[config.mk]
export PLATFORM = sky130hd
export DESIGN_NAME = note_block_display_buffer
export DESIGN_NICKNAME = d
export VERILOG_FILES = /design/src/rtl/note_block_display_buffer.sv
export SDC_FILE = /design/constraint.sdc
export NUM_CORES = 1
export LEC_CHECK = 0
export BUFFER_PORTS_ARGS = -buffer_cell sky130_fd_sc_hd__buf_2
export CORE_AREA = 2 2 206 208
export CTS_CLUSTER_SIZE = 12
export DETAILED_ROUTE_END_ITERATION = 8
export DIE_AREA = 0 0 208 210
export GPL_TIMING_DRIVEN = 0
export HOLD_SLACK_MARGIN = 0.03
export PLACE_DENSITY = 0.73
export SYNTH_ARGS = -nofsm -noshare
export SYNTH_HDL_FRONTEND = slang
export SYNTH_SLANG_ARGS = --single-unit
[constraint.sdc]
create_clock -name clk -period 13.44 [get_ports clk]
set_clock_uncertainty 0.15 [all_clocks]
set_input_delay 0.672 -clock clk [delete_from_list [all_inputs] [get_ports clk]]
set_output_delay 0.672 -clock clk [all_outputs]
set_load 0.02 [all_outputs]
[src/rtl/note_block_display_buffer.sv]
// Double-buffered note block loader driving NUM_SLOTS registered display slots.
// Outputs lag the active block by one register; scrolling windows through long blocks every SCROLL_DIV cycles.
module note_block_display_buffer #(
  parameter int NOTE_W     = 16,
  parameter int NUM_SLOTS  = 4,
  parameter int MAX_BLOCK  = 8,
  parameter int LEN_W      = $clog2(MAX_BLOCK + 1),
  parameter int SCROLL_DIV = 25000000,
  parameter logic [NOTE_W-1:0] BLANK = {NOTE_W{1'b0}}
) (
  input  logic                        clk,
  input  logic                        rst,
  input  logic                        clear,
  input  logic                        scroll_en,
  input  logic                        in_valid,
  output logic                        in_ready,
  input  logic [NOTE_W-1:0]           in_note,
  input  logic                        in_last,
  output logic [NUM_SLOTS*NOTE_W-1:0] note_flat,
  output logic [NUM_SLOTS-1:0]        slot_valid,
  output logic [LEN_W-1:0]            block_len,
  output logic                        trunc
);

  localparam int IDX_W  = (MAX_BLOCK > 1) ? $clog2(MAX_BLOCK) : 1;
  localparam int IW     = LEN_W + 1;
  localparam int TICK_W = (SCROLL_DIV > 1) ? $clog2(SCROLL_DIV) : 1;
  localparam logic [TICK_W-1:0] TICK_MAX = TICK_W'(SCROLL_DIV - 1);
  localparam logic [LEN_W-1:0]  LAST_IDX = LEN_W'(MAX_BLOCK - 1);
  localparam logic [LEN_W-1:0]  SLOTS_L  = LEN_W'(NUM_SLOTS);

  logic [NOTE_W-1:0] shadow [MAX_BLOCK];
  logic [NOTE_W-1:0] active [MAX_BLOCK];
  logic [LEN_W-1:0]  cnt;
  logic [LEN_W-1:0]  len;
  logic [LEN_W-1:0]  offset;
  logic [TICK_W-1:0] tick;

  logic accept, at_cap, commit, scrolling;
  logic [NUM_SLOTS*NOTE_W-1:0] nxt_flat;
  logic [NUM_SLOTS-1:0]        nxt_valid;
  logic [IW-1:0]               idx;

  assign in_ready  = ~clear;
  assign accept    = in_valid & ~clear;
  assign at_cap    = (cnt == LAST_IDX);
  assign commit    = accept & (in_last | at_cap);
  assign scrolling = scroll_en & (len > SLOTS_L);

  always_ff @(posedge clk or posedge rst) begin
    if (rst) begin
      for (int j = 0; j < MAX_BLOCK; j++) begin
        shadow[j] <= BLANK;
        active[j] <= BLANK;
      end
      cnt    <= '0;
      len    <= '0;
      offset <= '0;
      tick   <= '0;
      trunc  <= 1'b0;
    end else begin
      trunc <= commit & at_cap & ~in_last;
      if (accept) shadow[cnt[IDX_W-1:0]] <= in_note;
      if (clear) begin
        cnt    <= '0;
        len    <= '0;
        offset <= '0;
        tick   <= '0;
      end else if (commit) begin
        // The committing beat is still in flight to the shadow, so splice it in directly.
        for (int j = 0; j < MAX_BLOCK; j++)
          active[j] <= (IDX_W'(j) == cnt[IDX_W-1:0]) ? in_note : shadow[j];
        len    <= cnt + LEN_W'(1);
        cnt    <= '0;
        offset <= '0;
        tick   <= '0;
      end else begin
        if (accept) cnt <= cnt + LEN_W'(1);
        if (scrolling) begin
          if (tick == TICK_MAX) begin
            tick   <= '0;
            offset <= (offset == len - LEN_W'(1)) ? '0 : offset + LEN_W'(1);
          end else begin
            tick <= tick + TICK_W'(1);
          end
        end else begin
          tick   <= '0;
          offset <= '0;
        end
      end
    end
  end

  // offset < len and i < NUM_SLOTS < len while scrolling, so one subtract wraps the index.
  always_comb begin
    nxt_flat  = {NUM_SLOTS{BLANK}};
    nxt_valid = '0;
    idx       = '0;
    for (int i = 0; i < NUM_SLOTS; i++) begin
      idx = {1'b0, offset} + IW'(i);
      if (idx >= {1'b0, len}) idx = idx - {1'b0, len};
      if (scrolling) begin
        nxt_flat[i*NOTE_W +: NOTE_W] = active[idx[IDX_W-1:0]];
        nxt_valid[i]                 = 1'b1;
      end else if (LEN_W'(i) < len) begin
        nxt_flat[i*NOTE_W +: NOTE_W] = active[IDX_W'(i)];
        nxt_valid[i]                 = 1'b1;
      end
    end
  end

  always_ff @(posedge clk or posedge rst) begin
    if (rst) begin
      note_flat  <= {NUM_SLOTS{BLANK}};
      slot_valid <= '0;
      block_len  <= '0;
    end else if (clear) begin
      note_flat  <= {NUM_SLOTS{BLANK}};
      slot_valid <= '0;
      block_len  <= '0;
    end else begin
      note_flat  <= nxt_flat;
      slot_valid <= nxt_valid;
      block_len  <= len;
    end
  end

endmodule
; Word level (Yosys, flattened, before mapping)
; Index checks and enable logic that the tools add are counted.
[op_classes]
addsub = 11
n_mul = 0
div_mod_pow = 0
magnitude_cmp = 15
n_eq_ne = 11
shift = 0
muxes = 60
bitwise_logic = 13
reduce_logical = 5
[ops]
columns = operator, n
row1 = 16-bit 2-to-1 mux, 25
row2 = 16-bit binary-select mux with 3-bit select, 4
row3 = 128-bit bitwise mux, 1
row4 = 25-bit 2-to-1 mux, 4
row5 = 64-bit 2-to-1 mux, 1
row6 = 16-bit demux with 3-bit select, 1
row7 = 4-bit 2-to-1 mux, 12
row8 = "25-bit by 1-bit adder with 25-bit output, second input constant", 1
row9 = "25-bit == test, second input constant", 1
row10 = "4-bit >= comparator, second input constant", 5
row11 = 3-bit NOT with 4-bit output, 5
row12 = 5-bit by 4-bit >= comparator with 1-bit output, 3
row13 = "3-bit == test, first input constant", 4
row14 = 3-bit 2-to-1 mux, 4
row15 = 3-bit subtractor, 4
row16 = "4-bit by 2-bit adder with 5-bit output, second input constant", 2
row17 = "4-bit by 1-bit adder with 4-bit output, second input constant", 2
row18 = "1-bit by 4-bit less-than comparator with 1-bit output, first input constant", 2
row19 = "2-bit by 4-bit less-than comparator with 1-bit output, first input constant", 2
row20 = 1-bit 2-to-1 mux, 8
row21 = "2-bit by 3-bit == test with 1-bit output, first input constant", 2
row22 = "4-bit by 1-bit adder with 5-bit output, second input constant", 1
row23 = 1-bit AND, 5
row24 = "4-bit by 3-bit == test with 1-bit output, second input constant", 1
row25 = other kinds (14), 15
[totals]
regBits = 366
latchBits = 0
ram_bits = 0
mem_bits_ro = 0
in_bits = 22
out_inout_bits = 74
wordCells = 139
n_memories = 0

; Depth between registers and ports, before layout
[logic_depth]
depth_word = 9
ltp_mapped = 15

; Least setup slack after synthesis
; OpenSTA, ideal clock, no wires.
[synth_timing]
kind = register to register
start = register offset[1]
end = register note_flat[28]
setup_time_ns = 0.126
arrival_time_ns = 3.170
required_time_ns = 13.164
setup_slack_ns = 9.994
path_stages_with_launch = 14
n_path_buf = 3
path_cell_list = dfrtp_1 > clkbuf_1 > inv_1 > ha_1 > ha_1 > a21o_1 > a31o_1 > a211oi_2 > or2_1 > buf_6 > buf_8 > mux2i_1 > mux2i_1 > a221o_1
[synth_via]
elab_chain_cells = 9
elab_cells_between_ends = 10
classes_between = add/sub (2) / order compare (1) / mux (6) / bitwise (1)
[synth_lines]
columns = item, line
row1 = "start, declared", 36  ; logic [LEN_W-1:0] offset;
row2 = "start signal, assigned", 82  ; offset <= (offset == len - LEN_W'(1)) ? '0 : offset + LEN_W'(1);
row3 = 4-bit by 1-bit adder with 5-bit output *, 100  ; idx = {1'b0, offset} + IW'(i);
row4 = 5-bit by 4-bit >= comparator with 1-bit output or 3-bit subtractor (tied branches), 101  ; if (idx >= {1'b0, len}) idx = idx - {1'b0, len};
row5 = 3-bit 2-to-1 mux *, 101
row6 = 3-bit NOT with 4-bit output (not written as such) *, 103  ; nxt_flat[i*NOTE_W +: NOTE_W] = active[idx[IDX_W-1:0]];
row7 = 16-bit binary-select mux with 3-bit select *, 103
row8 = 16-bit 2-to-1 mux (not written as such) * (2 in a row), 103
row9 = 16-bit 2-to-1 mux *, 102  ; if (scrolling) begin
row10 = 64-bit 2-to-1 mux *, 117  ; end else if (clear) begin
row11 = "end signal, assigned", 114  ; note_flat <= {NUM_SLOTS{BLANK}};
row12 = "end signal, assigned", 118  ; note_flat <= {NUM_SLOTS{BLANK}};
row13 = "end signal, assigned", 122  ; note_flat <= nxt_flat;
row14 = "end, declared", 19  ; output logic [NUM_SLOTS*NOTE_W-1:0] note_flat,
; Mark *: on every way between the ends. The rest lies on a longest branch, timed or not. The select of a mux whose other input is x is not followed.
; A chain may end at the register's enable or synchronous reset.

; Worst setup path after layout
[layout_timing]
start = register offset[1]
end = register note_flat[31]
; The elaborated chain is that of the path after synthesis.

==> results.md <==
- Status: finished, final reports clean
- Register bit total from synthesis: 366
- Layout fillers: 3622
- Clk network pwr share: 37.8%
- CTS root buffer: clkbuf_16
- R2R cell count: 12
- Critical Path End Type: flop
- Finished Layout Cells: 2668
- Final-report hold violation count: 0
- Core Region: 0.04148 sq mm
- Setup_tns: 0 ns
- Cell Int Power: 1.953 mW
- Layout cell share with drive strength beyond 1: 17.68%
- Via/cell ratio: 6.299
- CP Data Arrival Time: 4.89 ns
- Max-cap violations: 0
- Primary FF master, synth: dfrtp_1
- Flop pwr share: 47.2%
- Post-Syn Nets: 2022
- Final slew viol count: 0
- Setup CP Type: flop to flop
- Final period util: 34.36%
- Residual DRC: 0
- First-pass GRT wire length: 103.9 mm
- Avg WL per Cell: 26.03 um
- # rows: 75
- Comb power frac: 14.9%
- Post-CTS Resized: 0
- Total CTS buffers: 40
- Setup Buffers After CTS: 0
- Fin area: 0.02296 sq mm
- Worst Path Required: 13.72 ns
- First drt pass iteration count: 8
- Boundary pin count: 96
- Initial DRC count: 2113
- Number of routed nets with antenna violations: 0
- Clock buffer depth: 3
- Worst vdd ir: 0.07211 mV
- H-Tree Depth: 2
- Wirelength, routed: 69.44 mm
- Sw Ratio: 30.13%
- Pin count of the biggest net entering global routing: 131
- NumNets Final: 2161
- I/O Buffers: 95
- DIE AREA: 0.04368 sq mm
- P per Cell Area: 121.7 mW/mm^2
- Yosys top cell by area: dfrtp_1
- Crit-path max FO: 10
- Final Worst Setup Slack: 8.822 ns
- Slew HR: 3.821%
- Cell area after synthesis: 0.02050 sq mm
- Vias in the first global route: 16370
- Place WS: 8.945 ns
- Maximum clock rate: 216.5 MHz
- Top Usage Layer GRT: met2
- CTS tree: done
- Area occupied by multi-input gates: 0.01044 sq mm
- Reg area: 0.009159 sq mm
- Syn Area/Cell: 10.41 sq um
- Yosys cell types: 70
- GRT Overall Usage: 31.49%
- Final min period: 4.618 ns
- GR Overflow Total: 0
- Post-synth EDFFs: 0
- Antenna violations before repair: 2
- Type of origin of the critical path: flop
- Met3 Use GR: 5.393%
- Placed cells: 2605
- Min-delay worst type: input pin to async pin
- P_sw: 842.1 uW
- Ys async rst share: 100.0%
- M1 GR Usage: 43.23%
- DP HPWL: 54.67 mm
- Yosys warnings: 0
- CTS Sinks: 366
- Least-Margin Pin Slew: 1.432 ns
- Clk slew on worst S/H paths: 0.06 ns
- GP Congestion: 1.060
- Chip Width: 208 um
- Hold buffers post-CTS: 0
- Final setup violation count: 0
- RSZ-0062 raised after global routing: false
- Ranking of synthesized cells by area: dfrtp_1 (45%), mux2i_1 (14%), mux2_2 (8.4%), o21ai_0 (4.0%), nand2_1 (3.8%)
- Layout area overhead: 11.99%
- Initial core utilization: 49.42%
- Die height: 210 um
- DP Area: 0.02171 sq mm
- Sequential fraction of the synthesis area: 44.68%
- Clk_lat worst skew: 0.58 ns
- Pleak: 11.05 nW
- Met2 GRT Util: 50.29%
- Top cell type's share of synthesized area: 44.68%
- Synthesized instance count: 1969
- Via count: 16810
-- cells in the mapped netlist (4+ instances only) --
master / instances
nand3_1: 18
o311ai_0: 12
o2111a_1: 16
mux2i_1: 296
buf_2: 23
xor2_1: 20
o22ai_1: 22
or2_2: 19
nor3_1: 24
a221o_1: 4
a21oi_1: 45
dfrtp_1: 366
nand2b_1: 7
buf_4: 6
nand4b_1: 12
mux2_2: 153
clkbuf_1: 122
o221a_2: 5
nand2_1: 206
a31oi_1: 29
a2111oi_0: 33
a22o_1: 4
mux2_1: 11
fa_1: 4
a211oi_1: 38
nor2_1: 77
nor2b_1: 5
a211o_1: 13
a21o_1: 5
and2_1: 5
nand4_1: 4
o21ai_1: 17
buf_6: 4
a211oi_2: 5
o221ai_1: 5
xnor2_1: 17
a222oi_1: 11
ha_1: 27
o22a_1: 14
and3_1: 10
o21ai_0: 164
inv_1: 55
-- logic make-up (layout without fill, tap and decap cells) --
| logic type | count (synthesis) | after routing | share of synthesized area, % |
|---|---|---|---|
| flip-flops | 366 | 366 | 44.68 |
| AO/OA/AOI/OAI | 458 | 458 | 14.99 |
| other | 0 | 2 | 0 |
| multiplexers | 460 | 460 | 23.46 |
| buffers and inverters | 214 | 372 | 4.389 |
| adder cells (fa/ha/maj) | 31 | 31 | 2.039 |
| XOR/XNOR | 37 | 37 | 1.581 |
| AND/OR/NAND/NOR | 403 | 403 | 8.857 |
-- per-stage QoR --
step / hold WS [ns] / total power [mW] / util (%)
3_3_place_gp: 0.3361 / 1.721 / 52.19
4_1_cts: 0.1254 / 2.792 / 55.34
3_5_place_dp: 0.3403 / 1.735 / 52.34
5_1_grt: 0.1406 / 2.892 / 55.34
2_1_floorplan: 0.3053 / 1.566 / -
6_report: 0.1149 / 2.795 / 55.35
-- path summary, 6_finish.rpt --
check                                           start                       to  slack (ns)
worst max-delay path            offset[1]$_DFFE_PP0P_  note_flat[31]$_DFF_PP0_        8.82
worst min-delay path                              rst       cnt[1]$_DFFE_PP0P_        0.11
worst max register to register  offset[1]$_DFFE_PP0P_  note_flat[31]$_DFF_PP0_        8.82
worst min register to register      tick[0]$_DFF_PP0_        tick[0]$_DFF_PP0_        0.35
max in group asynchronous                         rst  note_flat[56]$_DFF_PP0_       11.40
min in group clk                              in_last          trunc$_DFF_PP0_        0.15
-- routing by layer --
metal	up-vias	share of wire (%)
li1	7453	-
met2	793	46
met1	8410	42
met5	-	0
met3	150	8.4
met4	0	3.7
-- state kept, by name (all words and copies together) (netlist names) --
register and cells:
active 128, shadow 128, note_flat 64, tick 25, block_len 4, cnt 4
len 4, offset 4, slot_valid 4, trunc 1
-- final cells by class --
cell class | count | area share (%)
antenna | 2 | 0.02180
buffer | 157 | 2.987
clock buffer | 53 | 4.791
clock inverter | 8 | 0.6159
inverter | 57 | 0.9647
multi-input combinational | 1389 | 45.48
sequential | 366 | 39.90
tap | 539 | 2.938
timing repair buffer | 97 | 2.311
-- power groups by stage --
stage | clock network (mW) | registers [mW] | logic, mW
after floorplan | 0 | 1.28 | 0.287
after global placement | 0 | 1.32 | 0.398
after detailed placement | 0 | 1.33 | 0.409
after CTS | 1.07 | 1.31 | 0.411
after global routing | 1.12 | 1.32 | 0.453
final | 1.06 | 1.32 | 0.418
-- layout by cell type (no fill, tap or decap), types with 14 or more instances in the layout --
cell type	n
o2111a_1	16
nor3_1	24
clkbuf_1	130
inv_1	54
buf_2	118
clkbuf_16	40
a2111oi_0	33
mux2_2	153
o21ai_0	164
a31oi_1	29
or2_2	19
o22ai_1	22
ha_1	27
mux2i_1	296
o22a_1	14
xor2_1	20
dfrtp_1	366
nor2_1	77
nand3_1	18
a21oi_1	45
a211oi_1	38
xnor2_1	17
o21ai_1	17
nand2_1	206
-- critical path, stage by stage, from the launching register on --
cell	delay, ns
dfrtp_1	0.38
clkbuf_1	0.34
inv_1	0.29
ha_1	0.47
ha_1	0.26
a21o_1	0.16
a31o_1	0.22
a21oi_1	0.18
mux2i_1	0.68
clkbuf_1	0.65
mux2i_1	0.16
o22a_1	0.18
a31oi_1	0.35
Note: power is estimated with default switching activity, not from simulation.
